$ cat src/rtl/alu_seq_pkg.sv
// alu_seq_pkg: shared state encoding and unit-select codes for alu_op_sequencer.
`default_nettype none

package alu_seq_pkg;

  localparam logic [1:0] IDLE  = 2'd0;
  localparam logic [1:0] ISSUE = 2'd1;
  localparam logic [1:0] WAIT  = 2'd2;
  localparam logic [1:0] RESP  = 2'd3;

  localparam logic [1:0] UNIT_ARITH = 2'b00;
  localparam logic [1:0] UNIT_LOGIC = 2'b01;
  localparam logic [1:0] UNIT_CMP   = 2'b10;
  localparam logic [1:0] UNIT_SHIFT = 2'b11;

  // Bit order matches {Shift, CMP, Logic, Arith} enables.
  function automatic logic [3:0] unit_onehot(input logic [1:0] sel);
    return 4'b0001 << sel;
  endfunction

endpackage

`default_nettype wire

$ cat src/rtl/rr_arbiter_2.sv
// rr_arbiter_2: two-way round-robin grant; pointer remembers the last requester served.
`default_nettype none

module rr_arbiter_2 (
  input  logic clk,
  input  logic rst_n,
  input  logic enable,
  input  logic valid0,
  input  logic valid1,
  output logic grant0,
  output logic grant1
);

  logic last_served;

  // On contention the requester not served last wins; reset value 1 favours req0.
  always_comb begin
    grant0 = enable & valid0 & (~valid1 | last_served);
    grant1 = enable & valid1 & (~valid0 | ~last_served);
  end

  always_ff @(posedge clk) begin
    if (!rst_n)      last_served <= 1'b1;
    else if (grant0) last_served <= 1'b0;
    else if (grant1) last_served <= 1'b1;
  end

endmodule

`default_nettype wire

$ cat src/rtl/alu_op_sequencer.sv
// alu_op_sequencer: arbitrates two command sources onto the ALU unit bank and
// returns each unit result tagged with the requester ID.
`default_nettype none

module alu_op_sequencer
  import alu_seq_pkg::*;
#(
  parameter int width   = 16,
  parameter int TIMEOUT = 4
) (
  input  logic             CLK,
  input  logic             RST,
  input  logic             req0_valid,
  output logic             req0_ready,
  input  logic [3:0]       req0_fun,
  input  logic [width-1:0] req0_a,
  input  logic [width-1:0] req0_b,
  input  logic             req1_valid,
  output logic             req1_ready,
  input  logic [3:0]       req1_fun,
  input  logic [width-1:0] req1_a,
  input  logic [width-1:0] req1_b,
  output logic             rsp_valid,
  input  logic             rsp_ready,
  output logic             rsp_id,
  output logic [width-1:0] rsp_data,
  output logic             rsp_err,
  output logic [width-1:0] A,
  output logic [width-1:0] B,
  output logic [1:0]       ALU_FUN,
  output logic             Arith_Enable,
  output logic             Logic_Enable,
  output logic             CMP_Enable,
  output logic             Shift_Enable,
  input  logic [width-1:0] Arith_OUT,
  input  logic [width-1:0] Logic_OUT,
  input  logic [width-1:0] CMP_OUT,
  input  logic [width-1:0] Shift_OUT,
  input  logic             Arith_Flag,
  input  logic             Logic_Flag,
  input  logic             CMP_Flag,
  input  logic             Shift_Flag
);

  localparam int TW = $clog2(TIMEOUT + 1);

  logic [1:0]       state;
  logic [1:0]       sel;
  logic             id_r;
  logic [3:0]       en;
  logic [TW-1:0]    timer;
  logic             grant0;
  logic             grant1;
  logic             sel_flag;
  logic [width-1:0] sel_out;

  rr_arbiter_2 u_arb (
    .clk    (CLK),
    .rst_n  (RST),
    .enable (state == IDLE),
    .valid0 (req0_valid),
    .valid1 (req1_valid),
    .grant0 (grant0),
    .grant1 (grant1)
  );

  assign req0_ready   = grant0;
  assign req1_ready   = grant1;
  assign Arith_Enable = en[0];
  assign Logic_Enable = en[1];
  assign CMP_Enable   = en[2];
  assign Shift_Enable = en[3];

  // Only the selected unit's flag and result are ever observed.
  always_comb begin
    sel_flag = 1'b0;
    sel_out  = '0;
    case (sel)
      UNIT_ARITH: begin sel_flag = Arith_Flag; sel_out = Arith_OUT; end
      UNIT_LOGIC: begin sel_flag = Logic_Flag; sel_out = Logic_OUT; end
      UNIT_CMP:   begin sel_flag = CMP_Flag;   sel_out = CMP_OUT;   end
      default:    begin sel_flag = Shift_Flag; sel_out = Shift_OUT; end
    endcase
  end

  always_ff @(posedge CLK) begin
    if (!RST) begin
      state     <= IDLE;
      sel       <= UNIT_ARITH;
      id_r      <= 1'b0;
      en        <= 4'b0000;
      timer     <= '0;
      A         <= '0;
      B         <= '0;
      ALU_FUN   <= 2'b00;
      rsp_valid <= 1'b0;
      rsp_id    <= 1'b0;
      rsp_data  <= '0;
      rsp_err   <= 1'b0;
    end else begin
      case (state)
        IDLE: begin
          if (grant0 || grant1) begin
            sel     <= grant1 ? req1_fun[3:2] : req0_fun[3:2];
            ALU_FUN <= grant1 ? req1_fun[1:0] : req0_fun[1:0];
            A       <= grant1 ? req1_a : req0_a;
            B       <= grant1 ? req1_b : req0_b;
            en      <= unit_onehot(grant1 ? req1_fun[3:2] : req0_fun[3:2]);
            id_r    <= grant1;
            state   <= ISSUE;
          end
        end
        ISSUE: begin
          en    <= 4'b0000;
          state <= WAIT;
        end
        WAIT: begin
          if (sel_flag) begin
            rsp_data  <= sel_out;
            rsp_err   <= 1'b0;
            rsp_id    <= id_r;
            rsp_valid <= 1'b1;
            state     <= RESP;
          end else begin
            timer <= timer + 1'b1;
            if (timer == TW'(TIMEOUT - 1)) begin
              rsp_data  <= '0;
              rsp_err   <= 1'b1;
              rsp_id    <= id_r;
              rsp_valid <= 1'b1;
              state     <= RESP;
            end
          end
        end
        default: begin
          if (rsp_ready) begin
            rsp_valid <= 1'b0;
            timer     <= '0;
            state     <= IDLE;
          end
        end
      endcase
    end
  end

endmodule

`default_nettype wire

$ cat config.mk
export PLATFORM = sky130hd
export DESIGN_NAME = alu_op_sequencer
export DESIGN_NICKNAME = d
export VERILOG_FILES = /design/src/rtl/alu_seq_pkg.sv /design/src/rtl/rr_arbiter_2.sv /design/src/rtl/alu_op_sequencer.sv
export SDC_FILE = /design/constraint.sdc
export NUM_CORES = 1
export LEC_CHECK = 0
export BUFFER_PORTS_ARGS = -buffer_cell sky130_fd_sc_hd__buf_2
export CAP_MARGIN = 25
export CORE_MARGIN = 2
export CORE_UTILIZATION = 43
export CTS_CLUSTER_DIAMETER = 40
export DETAILED_ROUTE_END_ITERATION = 8
export PLACE_DENSITY = 0.76
export SLEW_MARGIN = 5
export SYNTH_ARGS = -nofsm -noshare
export SYNTH_HDL_FRONTEND = slang
export SYNTH_SLANG_ARGS = --single-unit
$ cat constraint.sdc
create_clock -name CLK -period 2.6 [get_ports CLK]
set_input_delay 0.26 -clock CLK [delete_from_list [all_inputs] [get_ports CLK]]
set_output_delay 0.26 -clock CLK [all_outputs]
set_load 0.02 [all_outputs]
# After elaboration in Yosys (flattened, before gate mapping)
# Cells that the tools add are included.
classes:
  add_sub_neg: 1
  n_eq_ne: 8
  shifts: 1
  mux: 27
  bitwise_logic: 10
  reduce_logical: 15
op_table:
  columns: ["op", "count"]
  rows:
  - ["$mux W16", 4]
  - ["$pmux W16 S3", 1]
  - ["$mux W2", 6]
  - ["$reduce_and A3 Y1", 3]
  - ["$mux W1", 8]
  - ["$pmux W4 S2", 1]
  - ["$reduce_bool A2 Y1", 4]
  - ["$mux W3", 2]
  - ["$pmux W2 S3", 1]
  - ["$pmux W3 S2", 1]
  - ["$reduce_and A2 Y1", 3]
  - ["$and A1 B1 Y1", 4]
  - ["$eq A2 B1 Y1 const B", 2]
  - ["$eq A2 B2 Y1 const B", 2]
  - ["$logic_not A2 Y1", 2]
  - ["$mux W4", 1]
  - ["$ne A2 B2 Y1 const B", 2]
  - ["$not A1 Y1", 4]
  - ["$reduce_bool A4 Y1", 1]
  - ["$shl A1 B2 Y4 const A", 1]
  - ["$add A3 B1 Y3 const B", 1]
  - ["$eq A3 B2 Y1 const B", 1]
  - ["$ne A3 B3 Y1 const B", 1]
  - ["$pmux W1 S3", 1]
  - ["4 further kinds", 5]
totals:
  register_bits: 66
  in_bits: 145

# Logic depth before layout (Yosys ltp)
depth:
  depth_word: 7
  depth_mapped: 9
  ltp_nobuf: 6

# Hierarchy
# From an unflattened synthesis, not the netlist that was laid out.
unflattened:
  hier_cells: 306
  hier_area_um2: 3343.2
by_module_without_submodules:
  columns: ["module", "instances", "cells_per_inst", "area_per_inst_um2"]
  rows:
  - ["alu_op_sequencer", 1, 298, 3286.9]
  - ["rr_arbiter_2", 1, 8, 56.3]

# Worst setup path before layout
# OpenSTA, ideal clock, no wires.
synth_timing:
  path_type: "reg2reg"
  start: "register state[0]"
  end: "register timer[0]"
  setup_time_ns: 0.072
  arrival_ns: 1.783
  slack_ns: 0.745
  path_stages_with_launch: 9
  n_path_buf: 2
  cell_sequence: "dfxtp_1 inv_1 ha_1 clkbuf_1 and2b_1 a22o_1 buf_6 nor4_4 mux2i_1"
synth_between:
  elab_chain_len: 4
  elab_cells_between_ends: 9
  classes_between: "eq/ne (3); mux (1); bitwise (1); reduce/logical (4)"
synth_lines:
  columns: ["item", "line_no", "text"]
  rows:
  - ["from (decl)", "alu_op_sequencer.sv:47", "logic [1:0] state;"]
  - ["from (signal assigned)", "alu_op_sequencer.sv:88", "state <= IDLE;"]
  - ["from (signal assigned)", "alu_op_sequencer.sv:110", "state <= ISSUE;"]
  - ["from (signal assigned)", "alu_op_sequencer.sv:115", "state <= WAIT;"]
  - ["$eq A2 B1 Y1 or $logic_not A2 Y1 (tied branches)", "alu_op_sequencer.sv:101", "case (state)"]
  - ["$reduce_or A2 Y1 (no line)", null, null]
  - ["$not A1 Y1 (no line)", null, null]
  - ["$reduce_and A3 Y1 (no line)", null, null]
  - ["to (signal assigned)", "alu_op_sequencer.sv:125", "timer <= timer + 1'b1;"]
  - ["to (decl)", "alu_op_sequencer.sv:51", "logic [TW-1:0] timer;"]
# Several ways; a longest one is shown, not always the timed one.
# A chain may end at the register's enable or synchronous reset.

# Worst setup path in the final report
layout_timing:
  start: "register state[0]"
  end: "output port req1_ready"
layout_between:
  elab_chain_len: 3
layout_lines:
  columns: ["item", "line_no", "text"]
  rows:
  - ["$logic_not A2 Y1", "alu_op_sequencer.sv:60", ".enable (state == IDLE),"]
  - ["$and A1 B1 Y1 (2 in series)", "rr_arbiter_2.sv:19", "grant1 = enable & valid1 & (~valid0 | ~last_served);"]
  - ["to (decl)", "alu_op_sequencer.sv:19", "output logic req1_ready,"]
# Every way passes these cells.

==> results.py <==
metrics = {
    "die": {
        "die_width_um": 92.4,
        "die_area_sq_um": 8540,
        "fp.coreArea_sq_um": 7650,
        "dieHeight_um": 92.4,
        "placementRows": 32,
        "initial_utilization_pct": 43.9,
        "ioPinCount": 204,
    },
    "synthesis": {
        "synth.avg_cell_area_sq_um": 9.57,
        "yosys.area_share.simple_pct": 19.7,
        "synth_top_family_by_area": "simple AND/OR/NAND/NOR gates",
        "synth-edff-count": 0,
        "ys_types": 35,
        "synth.largest_area_cell": "sky130_fd_sc_hd__dfxtp_1",
        "ys_async_sr_fraction_pct": 0,
        "yosysMostFrequentCell": "sky130_fd_sc_hd__dfxtp_1",
        "ys_seq_area_share_pct": 39.3,
        "synth_fa_ha_area_share_pct": 2.23,
        "postSynthNetCount": 502,
        "fraction_of_synthesized_area_in_multiplexers_pct": 14.4,
        "yosys_warnings": 0,
        "syn_inst": 351,
        "synth.top_cell.area_share_pct": 39.3,
        "syn-cell-area_sq_um": 3360,
        "netlist_top_cells_count": "66 x sky130_fd_sc_hd__dfxtp_1, 44 x sky130_fd_sc_hd__nand2_1, 38 x sky130_fd_sc_hd__nand3_1, 37 x sky130_fd_sc_hd__nor3_1, 34 x sky130_fd_sc_hd__a311oi_1",
        "synth_area_leaders": "sky130_fd_sc_hd__dfxtp_1 39%, sky130_fd_sc_hd__mux4_2 11%, sky130_fd_sc_hd__a311oi_1 8.9%, sky130_fd_sc_hd__a32o_1 6.0%, sky130_fd_sc_hd__nand3_1 5.7%",
        "synth_compound_gate_area_share_pct": 17.8,
        "dominantRegCellSynth": "sky130_fd_sc_hd__dfxtp_1",
        "synthXorXnorAreaFrac_pct": 0,
        "synth_seq_cells": 66,
    },
    "finish": {
        "drive_above_1_share_pct": 46.6,
        "syn2layout_area_growth_pct": 37.6,
        "nNetsFinal": 689,
        "fillerInstances": 695,
    },
    "timing": {
        "final_hold_viol_count": 0,
        "hold-worst-slack_ns": 0.188,
        "timing.setup.tns_ns": 0,
        "final_report_setup_violation_count": 0,
        "max-slew-margin-rel_pct": 59.9,
        "timing_worst_slew_pin_value_ns": 0.595,
        "finalCritPeriodShare_pct": 90.8,
        "final-max-slew-violation-count": 0,
        "skew_ns": 0.00974,
        "final_min_period_ns": 2.36,
        "max_clock_freq_ghz": 0.423,
        "setup_slack_ns": 0.238,
        "setup_repair_after_global_routing_missed_its_margin": "false",
    },
    "power": {
        "peakVddDrop_mv": 0.557,
        "total_power_mw": 4.62,
        "total_leakage_power_nw": 2.15,
        "power.density_nw_per_um2": 999,
    },
    "global_routing": {
        "global_route.usage.total_pct": 23.8,
        "grt_use_met2_pct": 41.2,
        "grt_first_pass_wirelength_mm": 16.3,
        "maximum_number_of_pins_on_one_net_before_global_route_repair": 39,
        "antenna_found_initial": 1,
        "grt.met3_usage_pct": 5.29,
        "globalRouteMet1Util_pct": 28.7,
        "global_route.peak_usage_layer": "met2",
        "grt_pass1_vias": 3475,
        "overflow": 0,
    },
    "setup_path": {
        "critical_path.most_common_cell": "sky130_fd_sc_hd__inv_1",
        "cp.required_ns": 2.34,
        "worstReg2RegStart": "state[0]",
        "critical-path-max-stage-delay_ns": 0.37,
        "end_kind": "output pin",
        "regToRegEndpoint": "en[2]",
        "path_depth_of_the_worst_reg2reg_path": 7,
        "worstSetupStartpoint": "state[0]",
        "endpoint": "req1_ready",
        "critical_path_class": "reg2out",
        "worst_path_max_delay_cell": "sky130_fd_sc_hd__dfxtp_1",
        "r2r_slack_ns": 0.43,
        "critical_path.cell_chain": "inv_1 -> ha_1 -> and2_1 -> nand2_1 -> buf_4 -> inv_1 -> buf_2",
        "crit_fanout": 22,
        "crit_path_start_kind": "flop",
        "arrival_ns": 2.10,
    },
    "detailed_routing": {
        "average_wire_per_standard_cell_um": 16.6,
        "drt-vias-per-instance": 5.63,
        "route.detailed.drc": 0,
        "count_of_tritonroute_iterations_in_the_first_routing_pass": 5,
        "drt_first_iter_violations": 164,
        "totalWireLength_mm": 10.7,
        "via_count": 3635,
        "antenna_left": 0,
    },
    "cts": {
        "cts_buffer_depth": 2,
        "total_of_hold_buffers_inserted_after_clock_tree_synthesis": 0,
        "cts.sinks": 66,
        "cts.clk_slew.worst_paths_ns": 0.08,
        "cts.repair_timing.setup_buffer_count": 0,
        "clock_insertion_delay_worst_skew_ns": 0.34,
        "clockRootBuffer": "sky130_fd_sc_hd__clkbuf_8",
        "cts_resized": 0,
        "cts_tree": "yes",
        "clock_tree.htree_level_count": 3,
        "cts_buffers": 9,
    },
    "place": {
        "portBuffers": 203,
        "dpl.hpwl_mm": 7.92,
        "preCtsSetupSlack_ns": 0.439,
        "routabilityCongestion": 0.858,
    },
    "run": {
        "cap_viol_max_count": 0,
    },
    "hold_path": {
        "hp-class": "in2reg",
    },
    "run_status": {
        "run_status": "complete, no violations",
    },
}
## sequential cells by signal, indices dropped and copies added, names as in the netlist, 2 cells and up
signal and cells:
en 4, A 16, sel 2, state 2, timer 3, B 16
ALU_FUN 2, rsp_data 16
## through the flow
| step | instances | cell area (sq um) | utilization [%] |
|---|---|---|---|
| global route | 646 | 4620 | 60.4 |
| finish | 646 | 4620 | 60.4 |
| CTS | 645 | 4620 | 60.4 |
| floorplan | 351 | 3360 | - |
| global placement | 629 | 4420 | 57.9 |
| detailed placement | 629 | 4420 | 57.9 |
## cell type report
cell class	instances	area, sq um	area share [%]
Clock inverter	5	53.8	1.16
Timing Repair Buffer	215	1130	24.5
Multi-Input combinational cell	239	1820	39.3
Clock buffer	11	141	3.06
Tap cell	102	128	2.76
Sequential cell	66	1320	28.6
Inverter	7	26.3	0.568
Antenna cell	1	2.50	0.0541
## cells by family after synthesis
group	Yosys count
compound gates	69
fa+ha+maj	6
buf+inv	46
flops	66
mux	27
simple gates	137
## worst min path at each step
stage | endpoint | startpoint | slack, ns | depth (start not counted)
6_report | B[4] | req0_b[4] | 0.19 | 3
5_1_grt | B[7] | req0_b[7] | 0.19 | 3
4_1_cts | A[0] | req0_a[0] | 0.18 | 3
3_5_place_dp | rsp_data[8] | rsp_data[8] | 0.45 | 1
3_3_place_gp | timer[2] | timer[2] | 0.44 | 2
2_1_floorplan | ALU_FUN[0] | req0_fun[0] | 0.43 | 2
## power breakdown
part / internal (mW) / total [mW] / switching [mW]
sequential: 1.28 / 1.43 / 0.152
combinational: 0.947 / 2.33 / 1.38
clock: 0.466 / 0.856 / 0.390
## worst max-delay path, delay by kind of cell, from the launching register on
kind	cells	cell delay [ns]
fa+ha+maj	1	0.27
buf+inv	4	0.64
flops	1	0.37
simple gates	2	0.49
## layout by cell type (no fill, tap or decap), types with 4 or more instances in the layout
cell / synthesis / final
sky130_fd_sc_hd__nand2_1: 44 / 44
sky130_fd_sc_hd__buf_4: 3 / 10
sky130_fd_sc_hd__buf_2: 11 / 203
sky130_fd_sc_hd__mux2i_1: 7 / 7
sky130_fd_sc_hd__a311oi_1: 34 / 34
sky130_fd_sc_hd__a32o_1: 20 / 20
sky130_fd_sc_hd__dfxtp_1: 66 / 66
sky130_fd_sc_hd__nand3_1: 38 / 38
sky130_fd_sc_hd__o21ai_0: 4 / 4
sky130_fd_sc_hd__clkbuf_8: 0 / 10
sky130_fd_sc_hd__mux4_2: 16 / 16
sky130_fd_sc_hd__inv_1: 7 / 7
sky130_fd_sc_hd__ha_1: 6 / 6
sky130_fd_sc_hd__nor2_1: 5 / 5
sky130_fd_sc_hd__nor3_1: 37 / 37
## layer usage
layer  vias up  routed length, um  part of all wire [%]
met3        24               1020                   9.5
met4         0                218                   2.0
met1      1662               4180                    39
met5         -                  0                     0
met2       221               5280                    49
li1       1728                  -                     -
Power figures use the tool's default switching activity.
